File: config.mk
export PLATFORM = sky130hd
export DESIGN_NAME = exec_stage_ctrl_flat
export DESIGN_NICKNAME = d
export VERILOG_FILES = /design/src/rtl/exec_pkg.sv /design/src/rtl/exec_stage_ctrl_if.sv /design/src/rtl/exec_mc_timer.sv /design/src/rtl/exec_stage_ctrl.sv /design/src/flat_wrapper.sv
export SDC_FILE = /design/constraint.sdc
export NUM_CORES = 1
export LEC_CHECK = 0
export ABC_AREA = 1
export CORE_MARGIN = 5
export CORE_UTILIZATION = 55
export CTS_BUF_LIST = sky130_fd_sc_hd__clkbuf_8 sky130_fd_sc_hd__clkbuf_16
export CTS_CLUSTER_SIZE = 40
export DETAILED_ROUTE_END_ITERATION = 10
export DONT_BUFFER_PORTS = 1
export HOLD_SLACK_MARGIN = 0.06
export PLACE_DENSITY_LB_ADDON = 0.25
export SYNTH_ARGS = -nofsm -noshare
export SYNTH_HDL_FRONTEND = slang
export SYNTH_HIERARCHICAL = 1
export SYNTH_SLANG_ARGS = --single-unit
export TNS_END_PERCENT = 1
File: constraint.sdc
create_clock -name clock -period 1.72 [get_ports clock]
set_input_delay 0.516 -clock clock [delete_from_list [all_inputs] [get_ports clock]]
set_output_delay 0.516 -clock clock [all_outputs]
set_load 0.01 [all_outputs]
File: src/rtl/exec_pkg.sv
// Shared types and constants for the execute-stage sequencer and its datapath interface.
package exec_pkg;

    localparam int CTRL_W_DEF     = 6;
    localparam int TAG_W_DEF      = 4;
    localparam int MC_TIMEOUT_DEF = 64;

    typedef enum logic [1:0] {
        IDLE    = 2'd0,
        MC_WAIT = 2'd1,
        EXEC    = 2'd2
    } exec_state_e;

    typedef enum logic [CTRL_W_DEF-1:0] {
        ALU_NOP = 6'h00,
        ALU_AND = 6'h01,
        ALU_ADD = 6'h02,
        ALU_SUB = 6'h03,
        ALU_OR  = 6'h04,
        ALU_XOR = 6'h05,
        ALU_SLT = 6'h08,
        ALU_MUL = 6'h10,
        ALU_DIV = 6'h11,
        ALU_REM = 6'h12
    } alu_ctrl_e;

    // Destination state for a freshly captured op.
    function automatic exec_state_e dispatch_state(input logic multicycle);
        exec_state_e st;
        if (multicycle) begin
            st = MC_WAIT;
        end else begin
            st = EXEC;
        end
        return st;
    endfunction

endpackage

File: src/rtl/exec_stage_ctrl_if.sv
// Decode-side op handshake and writeback-side result handshake of the execute stage.
interface exec_stage_ctrl_if
    import exec_pkg::*;
#(
    parameter int CTRL_W = CTRL_W_DEF,
    parameter int TAG_W  = TAG_W_DEF
);

    logic              id_valid;
    logic              id_ready;
    logic [CTRL_W-1:0] id_alu_ctrl;
    logic              id_branch;
    logic              id_multicycle;
    logic [TAG_W-1:0]  id_tag;
    logic              wb_valid;
    logic              wb_ready;
    logic [TAG_W-1:0]  wb_tag;

    modport master (
        output id_valid, id_alu_ctrl, id_branch, id_multicycle, id_tag, wb_ready,
        input  id_ready, wb_valid, wb_tag
    );

    modport slave (
        input  id_valid, id_alu_ctrl, id_branch, id_multicycle, id_tag, wb_ready,
        output id_ready, wb_valid, wb_tag
    );

endinterface

File: src/rtl/exec_mc_timer.sv
// Watchdog for the shared multi-cycle unit: counts cycles spent waiting and flags the last allowed one.
module exec_mc_timer
    import exec_pkg::*;
#(
    parameter int MC_TIMEOUT = MC_TIMEOUT_DEF
)(
    input  logic clock,
    input  logic reset,
    input  logic clear,
    input  logic enable,
    output logic expired
);

    localparam int CNT_W = (MC_TIMEOUT > 2) ? $clog2(MC_TIMEOUT) : 1;

    logic [CNT_W-1:0] count_r;

    // Wait counter; saturates on the last cycle so it never wraps back into range.
    always_ff @(posedge clock or posedge reset) begin
        if (reset) begin
            count_r <= {CNT_W{1'b0}};
        end else if (clear) begin
            count_r <= {CNT_W{1'b0}};
        end else if (enable && !expired) begin
            count_r <= count_r + CNT_W'(1);
        end else begin
            count_r <= count_r;
        end
    end

    assign expired = (count_r == CNT_W'(MC_TIMEOUT - 1));

endmodule

File: src/rtl/exec_stage_ctrl.sv
// Execute-stage sequencer: accepts decoded ops, drives ALU control, tracks the mul/div unit,
// holds results under writeback backpressure and flushes on taken branches.
module exec_stage_ctrl
    import exec_pkg::*;
#(
    parameter int CTRL_W     = CTRL_W_DEF,
    parameter int TAG_W      = TAG_W_DEF,
    parameter int MC_TIMEOUT = MC_TIMEOUT_DEF
)(
    input  logic               clock,
    input  logic               reset,
    exec_stage_ctrl_if.slave   id_wb,
    output logic               ex_capture,
    output logic [CTRL_W-1:0]  ex_alu_ctrl,
    output logic               ex_branch_op,
    output logic               mc_start,
    input  logic               mc_done,
    input  logic               jump_flag,
    output logic               flush,
    output logic               busy,
    output logic               timeout_err
);

    exec_state_e       state_r;
    exec_state_e       state_s;
    logic              ready_en_r;
    logic              mc_start_r;
    logic              timeout_r;
    logic              branch_r;
    logic [CTRL_W-1:0] alu_ctrl_r;
    logic [TAG_W-1:0]  tag_r;

    logic id_ready_s;
    logic capture_s;
    logic flush_s;
    logic wb_valid_s;
    logic busy_s;
    logic mc_done_s;
    logic tmr_clear_s;
    logic tmr_enable_s;
    logic tmr_expired_s;

    // A done seen in the start cycle belongs to an earlier request and is ignored.
    assign mc_done_s    = mc_done & ~mc_start_r;
    assign tmr_clear_s  = capture_s & id_wb.id_multicycle;
    assign tmr_enable_s = (state_r == MC_WAIT);

    exec_mc_timer #(
        .MC_TIMEOUT (MC_TIMEOUT)
    ) u_mc_timer (
        .clock   (clock),
        .reset   (reset),
        .clear   (tmr_clear_s),
        .enable  (tmr_enable_s),
        .expired (tmr_expired_s)
    );

    // State register.
    always_ff @(posedge clock or posedge reset) begin
        if (reset) begin
            state_r <= IDLE;
        end else begin
            state_r <= state_s;
        end
    end

    // Handshake and flush decode; capture is suppressed when the held branch flushes.
    always_comb begin
        id_ready_s = 1'b0;
        flush_s    = 1'b0;
        wb_valid_s = 1'b0;
        busy_s     = 1'b1;
        case (state_r)
            IDLE: begin
                id_ready_s = ready_en_r;
                busy_s     = 1'b0;
            end
            MC_WAIT: begin
                id_ready_s = 1'b0;
            end
            EXEC: begin
                wb_valid_s = 1'b1;
                id_ready_s = id_wb.wb_ready;
                flush_s    = id_wb.wb_ready & branch_r & jump_flag;
            end
            default: begin
                busy_s = 1'b0;
            end
        endcase
        capture_s = id_wb.id_valid & id_ready_s & ~flush_s;
    end

    // Next-state logic.
    always_comb begin
        state_s = state_r;
        case (state_r)
            IDLE: begin
                if (capture_s) begin
                    state_s = dispatch_state(id_wb.id_multicycle);
                end else begin
                    state_s = IDLE;
                end
            end
            MC_WAIT: begin
                if (mc_done_s || tmr_expired_s) begin
                    state_s = EXEC;
                end else begin
                    state_s = MC_WAIT;
                end
            end
            EXEC: begin
                if (!id_wb.wb_ready) begin
                    state_s = EXEC;
                end else if (capture_s) begin
                    state_s = dispatch_state(id_wb.id_multicycle);
                end else begin
                    state_s = IDLE;
                end
            end
            default: begin
                state_s = IDLE;
            end
        endcase
    end

    // Op control registered on capture and held for the datapath and writeback.
    always_ff @(posedge clock or posedge reset) begin
        if (reset) begin
            alu_ctrl_r <= {CTRL_W{1'b0}};
            branch_r   <= 1'b0;
            tag_r      <= {TAG_W{1'b0}};
        end else if (capture_s) begin
            alu_ctrl_r <= id_wb.id_alu_ctrl;
            branch_r   <= id_wb.id_branch;
            tag_r      <= id_wb.id_tag;
        end else begin
            alu_ctrl_r <= alu_ctrl_r;
            branch_r   <= branch_r;
            tag_r      <= tag_r;
        end
    end

    // Start pulse, post-reset ready enable and sticky timeout flag.
    always_ff @(posedge clock or posedge reset) begin
        if (reset) begin
            ready_en_r <= 1'b0;
            mc_start_r <= 1'b0;
            timeout_r  <= 1'b0;
        end else begin
            ready_en_r <= 1'b1;
            mc_start_r <= capture_s & id_wb.id_multicycle;
            if ((state_r == MC_WAIT) && !mc_done_s && tmr_expired_s) begin
                timeout_r <= 1'b1;
            end else begin
                timeout_r <= timeout_r;
            end
        end
    end

    assign id_wb.id_ready = id_ready_s;
    assign id_wb.wb_valid = wb_valid_s;
    assign id_wb.wb_tag   = tag_r;
    assign ex_capture     = capture_s;
    assign ex_alu_ctrl    = alu_ctrl_r;
    assign ex_branch_op   = branch_r;
    assign mc_start       = mc_start_r;
    assign flush          = flush_s;
    assign busy           = busy_s;
    assign timeout_err    = timeout_r;

endmodule
File: src/flat_wrapper.sv
// flat-port wrapper written by rule: the top's interface ports become plain ports
module exec_stage_ctrl_flat import exec_pkg::*;
#(
    parameter int CTRL_W     = CTRL_W_DEF,
    parameter int TAG_W      = TAG_W_DEF,
    parameter int MC_TIMEOUT = MC_TIMEOUT_DEF
)
  (clock, reset, ex_capture, ex_alu_ctrl, ex_branch_op, mc_start, mc_done, jump_flag, flush, busy, timeout_err, id_wb_id_valid, id_wb_id_alu_ctrl, id_wb_id_branch, id_wb_id_multicycle, id_wb_id_tag, id_wb_wb_ready, id_wb_id_ready, id_wb_wb_valid, id_wb_wb_tag);
  exec_stage_ctrl_if #(.CTRL_W(CTRL_W), .TAG_W(TAG_W)) id_wb_i ();
  input  logic clock;
  input  logic reset;
  output logic ex_capture;
  output logic [CTRL_W-1:0] ex_alu_ctrl;
  output logic ex_branch_op;
  output logic mc_start;
  input  logic mc_done;
  input  logic jump_flag;
  output logic flush;
  output logic busy;
  output logic timeout_err;
  input wire logic [$bits(id_wb_i.id_valid)-1:0] id_wb_id_valid;
  input wire logic [$bits(id_wb_i.id_alu_ctrl)-1:0] id_wb_id_alu_ctrl;
  input wire logic [$bits(id_wb_i.id_branch)-1:0] id_wb_id_branch;
  input wire logic [$bits(id_wb_i.id_multicycle)-1:0] id_wb_id_multicycle;
  input wire logic [$bits(id_wb_i.id_tag)-1:0] id_wb_id_tag;
  input wire logic [$bits(id_wb_i.wb_ready)-1:0] id_wb_wb_ready;
  output wire logic [$bits(id_wb_i.id_ready)-1:0] id_wb_id_ready;
  output wire logic [$bits(id_wb_i.wb_valid)-1:0] id_wb_wb_valid;
  output wire logic [$bits(id_wb_i.wb_tag)-1:0] id_wb_wb_tag;
  assign id_wb_i.id_valid = id_wb_id_valid;
  assign id_wb_i.id_alu_ctrl = id_wb_id_alu_ctrl;
  assign id_wb_i.id_branch = id_wb_id_branch;
  assign id_wb_i.id_multicycle = id_wb_id_multicycle;
  assign id_wb_i.id_tag = id_wb_id_tag;
  assign id_wb_i.wb_ready = id_wb_wb_ready;
  assign id_wb_id_ready = id_wb_i.id_ready;
  assign id_wb_wb_valid = id_wb_i.wb_valid;
  assign id_wb_wb_tag = id_wb_i.wb_tag;
  exec_stage_ctrl #(.CTRL_W(CTRL_W), .TAG_W(TAG_W), .MC_TIMEOUT(MC_TIMEOUT)) u_core (.clock(clock), .reset(reset), .id_wb(id_wb_i), .ex_capture(ex_capture), .ex_alu_ctrl(ex_alu_ctrl), .ex_branch_op(ex_branch_op), .mc_start(mc_start), .mc_done(mc_done), .jump_flag(jump_flag), .flush(flush), .busy(busy), .timeout_err(timeout_err));
endmodule
==> results of run 1 <==
==> worst max-delay path by stage <==
| stage | from | endpoint | slack [ps] |
|---|---|---|---|
| final | u_core/state_r[1] | ex_capture | -60 |
| after global routing | u_core/state_r[1] | ex_capture | -130 |
| after CTS | u_core/state_r[1] | ex_capture | -60 |
| after detailed placement | u_core/state_r[0] | u_core/u_mc_timer/count_r[2] | 70 |
| after global placement | u_core/state_r[0] | ex_capture | 110 |
| after floorplan | u_core/state_r[0] | ex_capture | 30 |
==> placed cells by master, fill, tap and decap left out, drive strengths merged <==
cell         netlist  layout
clkbuf             0       3
nand4              4       4
nand3              9       9
inv               23      23
conb               1       1
nor2               7       7
o21ai              1       1
a31o               1       1
buf                2       7
dfrtp             22      22
nor3               2       2
nand2             57      57
ha                 5       5
dlygate4sd3        0       1
a21oi              4       4
==> per-layer routing <==
layer | up-vias | track usage
met1 | 406 | 0.191
met5 | - | 0
met4 | 0 | 0.0712
li1 | 437 | -
met3 | 4 | 0.0394
met2 | 39 | 0.262
==> Yosys cell counts <==
cell type / instances
inv_4: 1
inv_1: 17
buf_4: 1
ha_1: 5
a21oi_1: 3
nor2_2: 1
a21oi_2: 1
nand3_1: 7
nor2_1: 6
inv_2: 5
nand4_1: 4
nor3_1: 2
dfrtp_1: 22
nand2_2: 12
nand2_1: 42
nand2_4: 3
buf_12: 1
nand3_4: 2
o21ai_0: 1
a31o_2: 1
conb_1: 1
==> flip-flops by register name, indices dropped and copies added, names as in the netlist <==
| signal | count |
|---|---|
| u_core/ex_alu_ctrl | 6 |
| u_core/ready_en_r | 1 |
| u_core/id_wb.wb_tag | 4 |
| u_core/mc_start | 1 |
| u_core/state_r | 2 |
| u_core/ex_branch_op | 1 |
| u_core/timeout_err | 1 |
| u_core/u_mc_timer/count_r | 6 |
==> area by class of cell <==
cell class,count,area share
Timing Repair Buffer,8,0.0480
Multi-Input combinational cell,91,0.404
Clock buffer,3,0.0317
Inverter,23,0.0681
Sequential cell,22,0.422
Tap cell,27,0.0259
==> logic make-up after synthesis <==
| kind of cell | Yosys count | share of synthesized area |
|---|---|---|
| adder cells (fa/ha/maj) | 5 | 0.0534 |
| other | 1 | 0.00320 |
| flip-flops | 22 | 0.470 |
| AO/OA/AOI/OAI | 6 | 0.0320 |
| buffers and inverters | 25 | 0.0994 |
| AND/OR/NAND/NOR | 79 | 0.342 |
==> power by group <==
| part | leakage [nW] | internal, W | switching (W) | total [W] |
|---|---|---|---|---|
| Clock | 0.0216 | 0.000156 | 0.000146 | 0.000302 |
| Sequential | 0.282 | 0.000711 | 0.000223 | 0.000933 |
| Combinational | 0.411 | 0.000325 | 0.000434 | 0.000759 |
==> per-stage QoR <==
step           setup TNS (ps)  worst slack, ps   util  power, W  area, um2
2_1_floorplan               0             26.5      -   0.00146       1170
3_3_place_gp                0              107  0.596   0.00155       1190
3_5_place_dp                0             67.2  0.596   0.00158       1190
4_1_cts                 -63.3            -63.3  0.648   0.00199       1300
5_1_grt                  -173             -129  0.651   0.00216       1300
6_report                -60.5            -60.5  0.651   0.00199       1300
==> worst register-to-register path, cell delays in order (launching register included) <==
cell,delay (ps)
dfrtp_1,400
inv_2,90
ha_4,180
nand2_4,70
inv_2,70
nand2_4,60
nand4_1,100
inv_1,120
nor3_1,260
nand2_1,100
nand2_1,70
==> timing repair <==
item,4_1_cts,5_1_grt
pin swaps,2,1
hold buffers,1,0
gates cloned,0,0
setup endpoints to repair,3,2
resized for setup,8,0
buffers inserted,4,1
endpoints found under the hold margin,6,0
==> results.txt, run 1 <==
- Result of the run: complete, but fails checks
- Violated checks: setup timing
- Together, buffers and inverters on the worst path number 2.
* Hold Worst Slack: 211 ps
- No sink is reached through more buffers than the 2 on the longest clock path.
* Achievable Freq: 0.562 GHz
- The final layout contains routed wiring with a total length of 2.22 mm.
- Num rows: 16
- From bottom edge to top edge, the die measures 56.1 um.
- Type of the worst min-delay path: in2async
- Metal1 wirelength: 901 um
* Met3 wire length: 213 um
* Period utilization: 1.04
- Power per standard cell area: 1530 nW/um2
* Half-perimeter wire length after detailed placement: 1.68 mm
- Setup repair after global routing missed its margin: true
- Summed over all cells, the static leakage comes to 0.715 nW.
* Leading cell types by total area after synthesis: dfrtp_1, nand2_1, nand2_2
- Mean number of vias per cell: 5.09
* Slowest stage cell on the critical path: dfrtp_1
- TritonCTS Buffers: 3
- Diodes inserted: 0
- Layout fillers: 156
- STA classifies the critical path endpoint as a primary output.
- Max-cap violations in this run came to 0.
- Number of antenna violations at the first check in global routing: 0
- The number of placed instances, taps included, is 165.
- The max-slew violation total from the final report is 0.
* Area growth from synthesis to final layout: 11.3%
- Core region area: 2000 um2
- Clock transition at path regs: 70 ps
- Clock tree synthesis found a total of 22 sinks.
- Die width: 56.1 um
* First-iteration detailed-routing DRC count: 38
- In the final layout, the multi-input gates occupy 527 um2.
- Max rail drop VDD: 1170 uV
- Headroom to the max-slew limit came out at 0.602.
* Worst path top cell family by delay: flip-flops
- CTS built an H-tree with a depth of 1.
* Remaining antenna violation count: 0
* Category of the most critical setup path: reg2out
- Number of global-route vias before repair: 896
- Buffers placed on the I/O ports in this run total 0.
* Data required time at the worst endpoint: 1200 ps
- Post-route non-filler standard cell count: 174
- The routed design could run at a clock period as short as 1780 ps.
- For this run, the register share of the synthesized area comes to 0.470.
* Top layer used by detailed routing: met4
- The biggest area contributor in the post-synthesis netlist is dfrtp_1.
- For flop-to-flop paths, the worst setup slack is 150 ps.
- The worst register-to-register path begins at u_core/state_r[0].
- Yosys cell types: 21
- For this configuration, the core starts out at a cell density of 0.585.
* Layout cells sized above 1: 0.286
* Routed WL per cell: 12.7 um
- Area share of the largest cell type after synthesis: 0.470
* Wire length of the first global-routing pass: 3.93 mm
- 36 I/O pins were placed.
* Post-synth design cell area: 1170 um2
- First-pass detailed-route iteration total: 4
- After detailed routing, the met2 layer carries 1.06 mm of wire.
- Root buffer selected by CTS: clkbuf_8
- The number of hold violations in the final report was 0.
- Along the worst path, the maximum fanout reaches 4.
- Number of warning messages in the yosys log: 6
- Seq. cell area: 551 um2
* Final setup violation count: 1
* Drc violations: 0
- Total number of nets in the final design: 172
* RD Place Congestion: 0.878
- Terminus of the critical flop-to-flop path: u_core/u_mc_timer/count_r[2]
* DR vias: 886
- Clock tree from TritonCTS: yes
- For this run the aggregate overflow at the end of global routing stands at 0.
* Die area: 3150 um2
* Syn nets: 161
- Synthesis produced 138 cells.
- On the worst path, the slowest cell contributes a delay of 430 ps.
- The worst register-to-register path has a depth of 10.
- Sort of element at the start of the critical path: register
- Entering global routing, the biggest net connects 17 pins.
- In this run, synthesis produced a sequential element count of 22.
- For the worst setup path, the data arrival time is 1260 ps.
- The clock reaches the later pin of the worst-skew pair after 250 ps.
- Actual transition at the worst max-transition pin: 596 ps
- A synthesized cell averages 8.49 um2.
- The critical path crosses 6 cells after its start point.
- Maximum clock skew at final layout: 2.14 ps
* Setup WS post-layout: -60.5 ps
- All-Layer GR Usage: 0.158
- Critical path, cell by cell: inv_2 > ha_2 > nand2_2 > nand2_4 > nand3_4 > inv_4
Power figures use the tool's default switching activity.
==> run 2: changes to the inputs <==
==> constraint.sdc (replaced) <==
create_clock -name clock -period 2.26 [get_ports clock]
set_input_delay 0.678 -clock clock [delete_from_list [all_inputs] [get_ports clock]]
set_output_delay 0.678 -clock clock [all_outputs]
set_load 0.01 [all_outputs]
==> results.txt, run 2 (synthesized netlist as in run 1, its figures left out) <==
* Result of the run: complete, no violations
* First-pass detailed-route iteration total: 4 (unchanged)
- Seq. cell area: 551 um2 (unchanged)
- Leaving out fill and tap cells, the most frequent cell in the layout is nand2_1.
* Worst Path Max Fanout: 12 (+8)
- The number of hold violations in the final report is 0 (unchanged).
* Floorplan die height: 56.1 um (unchanged)
- The max-slew violation total from the final report came to 0 (unchanged).
- Later-pin clock latency in the skew report: 260 ps (about the same)
- The number of nets at the end of the flow was 165 (-4.1%).
* First-iteration detailed-routing DRC count: 10 (-74%)
* I/O Buffers: 0 (unchanged)
- The clock skew after layout was 4.29 ps (+2.15 ps).
* Crit Reg-Reg Startpoint: u_core/state_r[0]
- Starting density of the core: 0.585 (unchanged)
* Clock tree from TritonCTS: yes
- The post-layout instance area came to 1260 um2 (-3.5%).
- All-Layer GR Usage: 0.138 (-0.0197)
- Based on the critical path, the design can be clocked at up to 0.469 GHz.
* Drc violations: 0 (unchanged)
- The arrival time of data at the critical path endpoint came to 1450 ps (+190 ps).
* Category of the most critical setup path: reg2out
* Half-perimeter wire length after detailed placement: 1.62 mm (-3.6%)
- The first-pass GRT wire length came to 3.56 mm (-9.3%).
* MaxCap Viol Count: 0 (unchanged)
- Most frequent cells in the layout: nand2_1, dfrtp_1, inv_1, nand2_2, nand3_1
- DRT Wirelength: 1.99 mm (-10%)
* DR vias: 817 (-7.8%)
* Buffers & Inverters on Critical Path: 2 (unchanged)
- Clock transition at path regs: 80 ps (about the same)
- Layout cells sized above 1: 0.227 (-0.0588)
* Post-layout min period: 2130 ps
* Sort of element at the start of the critical path: register
- Layout fillers: 187 (+20%)
- Core region area: 2000 um2 (unchanged)
- Area post-placement: 1180 um2 (-0.63%)
- The leakage power is 0.691 nW (-3.3%).
* TritonCTS sink count: 22 (unchanged)
- Period utilization: 0.943
- The number of rows in the core area is 16 (unchanged).
* Longest individual stage delay on the worst path: 410 ps (-20 ps)
- The tree is rooted in a clkbuf_8.
- Setup TNS: 0 ps (+60.5 ps)
- Diodes inserted: 0 (unchanged)
- Post-route non-filler standard cell count: 168 (-3.4%)
* CP Capture Type: primary output
- The average vias per placed instance is 4.86 (-4.5%).
- Data required time at the worst endpoint: 1580 ps (+380 ps)
* Critical path, cell by cell: inv_1 > ha_2 > nand2_2 > nand2_4 > nand3_4 > inv_4
- Largest net degree at the start of global routing: 17 (unchanged)
* Flop-to-flop setup slack: 640 ps (+490 ps)
- The number of H-tree levels was 1 (unchanged).
- Reg2Reg Depth: 9 (-1)
* Power per standard cell area: 1230 nW/um2 (-20%)
- The worst hold path belongs to the class in2async.
* Placed Instances: 164 (-0.61%)
- The last weighted congestion value of the routability-driven placer is 0.836 (-4.8%).
* Final setup violation count: 0 (-1)
- The combined area of the multi-input logic cells is 507 um2 (-3.8%).
- Max rail drop VDD: 835 uV (-29%)
* Die width: 56.1 um (unchanged)
- Terminus of the critical flop-to-flop path: u_core/u_mc_timer/count_r[4]
- Die area: 3150 um2 (unchanged)
- Remaining antenna violation count: 0 (unchanged)
- TritonCTS Buffers: 3 (unchanged)
- Post-layout total power: 0.00154 W (-23%)
- The mean routed wirelength per cell is 11.9 um (-6.9%).
* Number of cells on the critical path: 6 (unchanged)
- The max-slew headroom at the worst pin is 0.611 (+0.00849).
- Launch point of the worst path: u_core/state_r[0]
* Slowest stage cell on the critical path: dfrtp_1
- Among cell families on the critical path, the largest total delay comes from flip-flops.
- The worst-case clock buffer depth came to 2 (unchanged).
- Actual transition at the worst max-transition pin: 584 ps (-12.7 ps)
- Remaining global-route overflow: 0 (unchanged)
- Setup repair after global routing missed its margin: false
- The critical path ends at ex_capture.
- Number of global-route vias before repair: 867 (-3.2%)
- Number of antenna violations at the first check in global routing: 0 (unchanged)
- Area growth from synthesis to final layout: 7.48%
- Io pins: 36 (unchanged)
## run 2: how the worst min path moves through the flow
stage,from,to,slack (ps)
3_3_place_gp,reset,u_core/u_mc_timer/count_r[2],500
5_1_grt,reset,u_core/u_mc_timer/count_r[1],220
4_1_cts,reset,u_core/u_mc_timer/count_r[0],220
2_1_floorplan,reset,u_core/u_mc_timer/count_r[0],470
3_5_place_dp,reset,u_core/u_mc_timer/count_r[3],500
6_report,reset,u_core/u_mc_timer/count_r[1],210
## run 2: metal layers
layer | wire, um | up-vias | track usage
met5 | 0 | - | 0
li1 | - | 423 | -
met4 | 7 | 0 | 0.0407
met1 | 841 | 365 | 0.167
met2 | 964 | 27 | 0.237
met3 | 179 | 2 | 0.0394
## run 2: area by class of cell
class                           count  share of cell area
Clock buffer                        3              0.0328
Multi-Input combinational cell     91               0.403
Sequential cell                    22               0.437
Clock inverter                      1              0.0239
Timing Repair Buffer                1             0.00596
Tap cell                           27              0.0268
Inverter                           23              0.0706
## run 2: where the power goes
group | switching, W | internal (W)
Combinational | 0.000298 | 0.000181
Sequential | 0.000165 | 0.000540
Clock | 0.000122 | 0.000236
Total | 0.000585 | 0.000958
## run 2: repair_timing
action                                  CTS  global route
buffers inserted                          0             0
hold buffers                              0             0
endpoints found under the setup margin    0             1
gates resized for setup                   0             1
## run 2: stage by stage
| stage | worst slack (ps) | utilization | hold slack [ps] |
|---|---|---|---|
| 3_3_place_gp | 390 | 0.592 | 498 |
| 5_1_grt | 31.2 | 0.629 | 221 |
| 3_5_place_dp | 358 | 0.592 | 503 |
| 2_1_floorplan | 405 | - | 469 |
| 4_1_cts | 67.7 | 0.628 | 222 |
| 6_report | 128 | 0.629 | 214 |
==> run 3: changes to the inputs <==
--- a/config.mk
+++ b/config.mk
@@ -12,6 +12,7 @@
 export CTS_CLUSTER_SIZE = 40
 export DETAILED_ROUTE_END_ITERATION = 10
 export DONT_BUFFER_PORTS = 1
+export GPL_ROUTABILITY_DRIVEN = 0
 export HOLD_SLACK_MARGIN = 0.06
 export PLACE_DENSITY_LB_ADDON = 0.25
 export SYNTH_ARGS = -nofsm -noshare
==> results of run 3 <==
The final DEF is identical to that of run 2; final timing and power are the same.
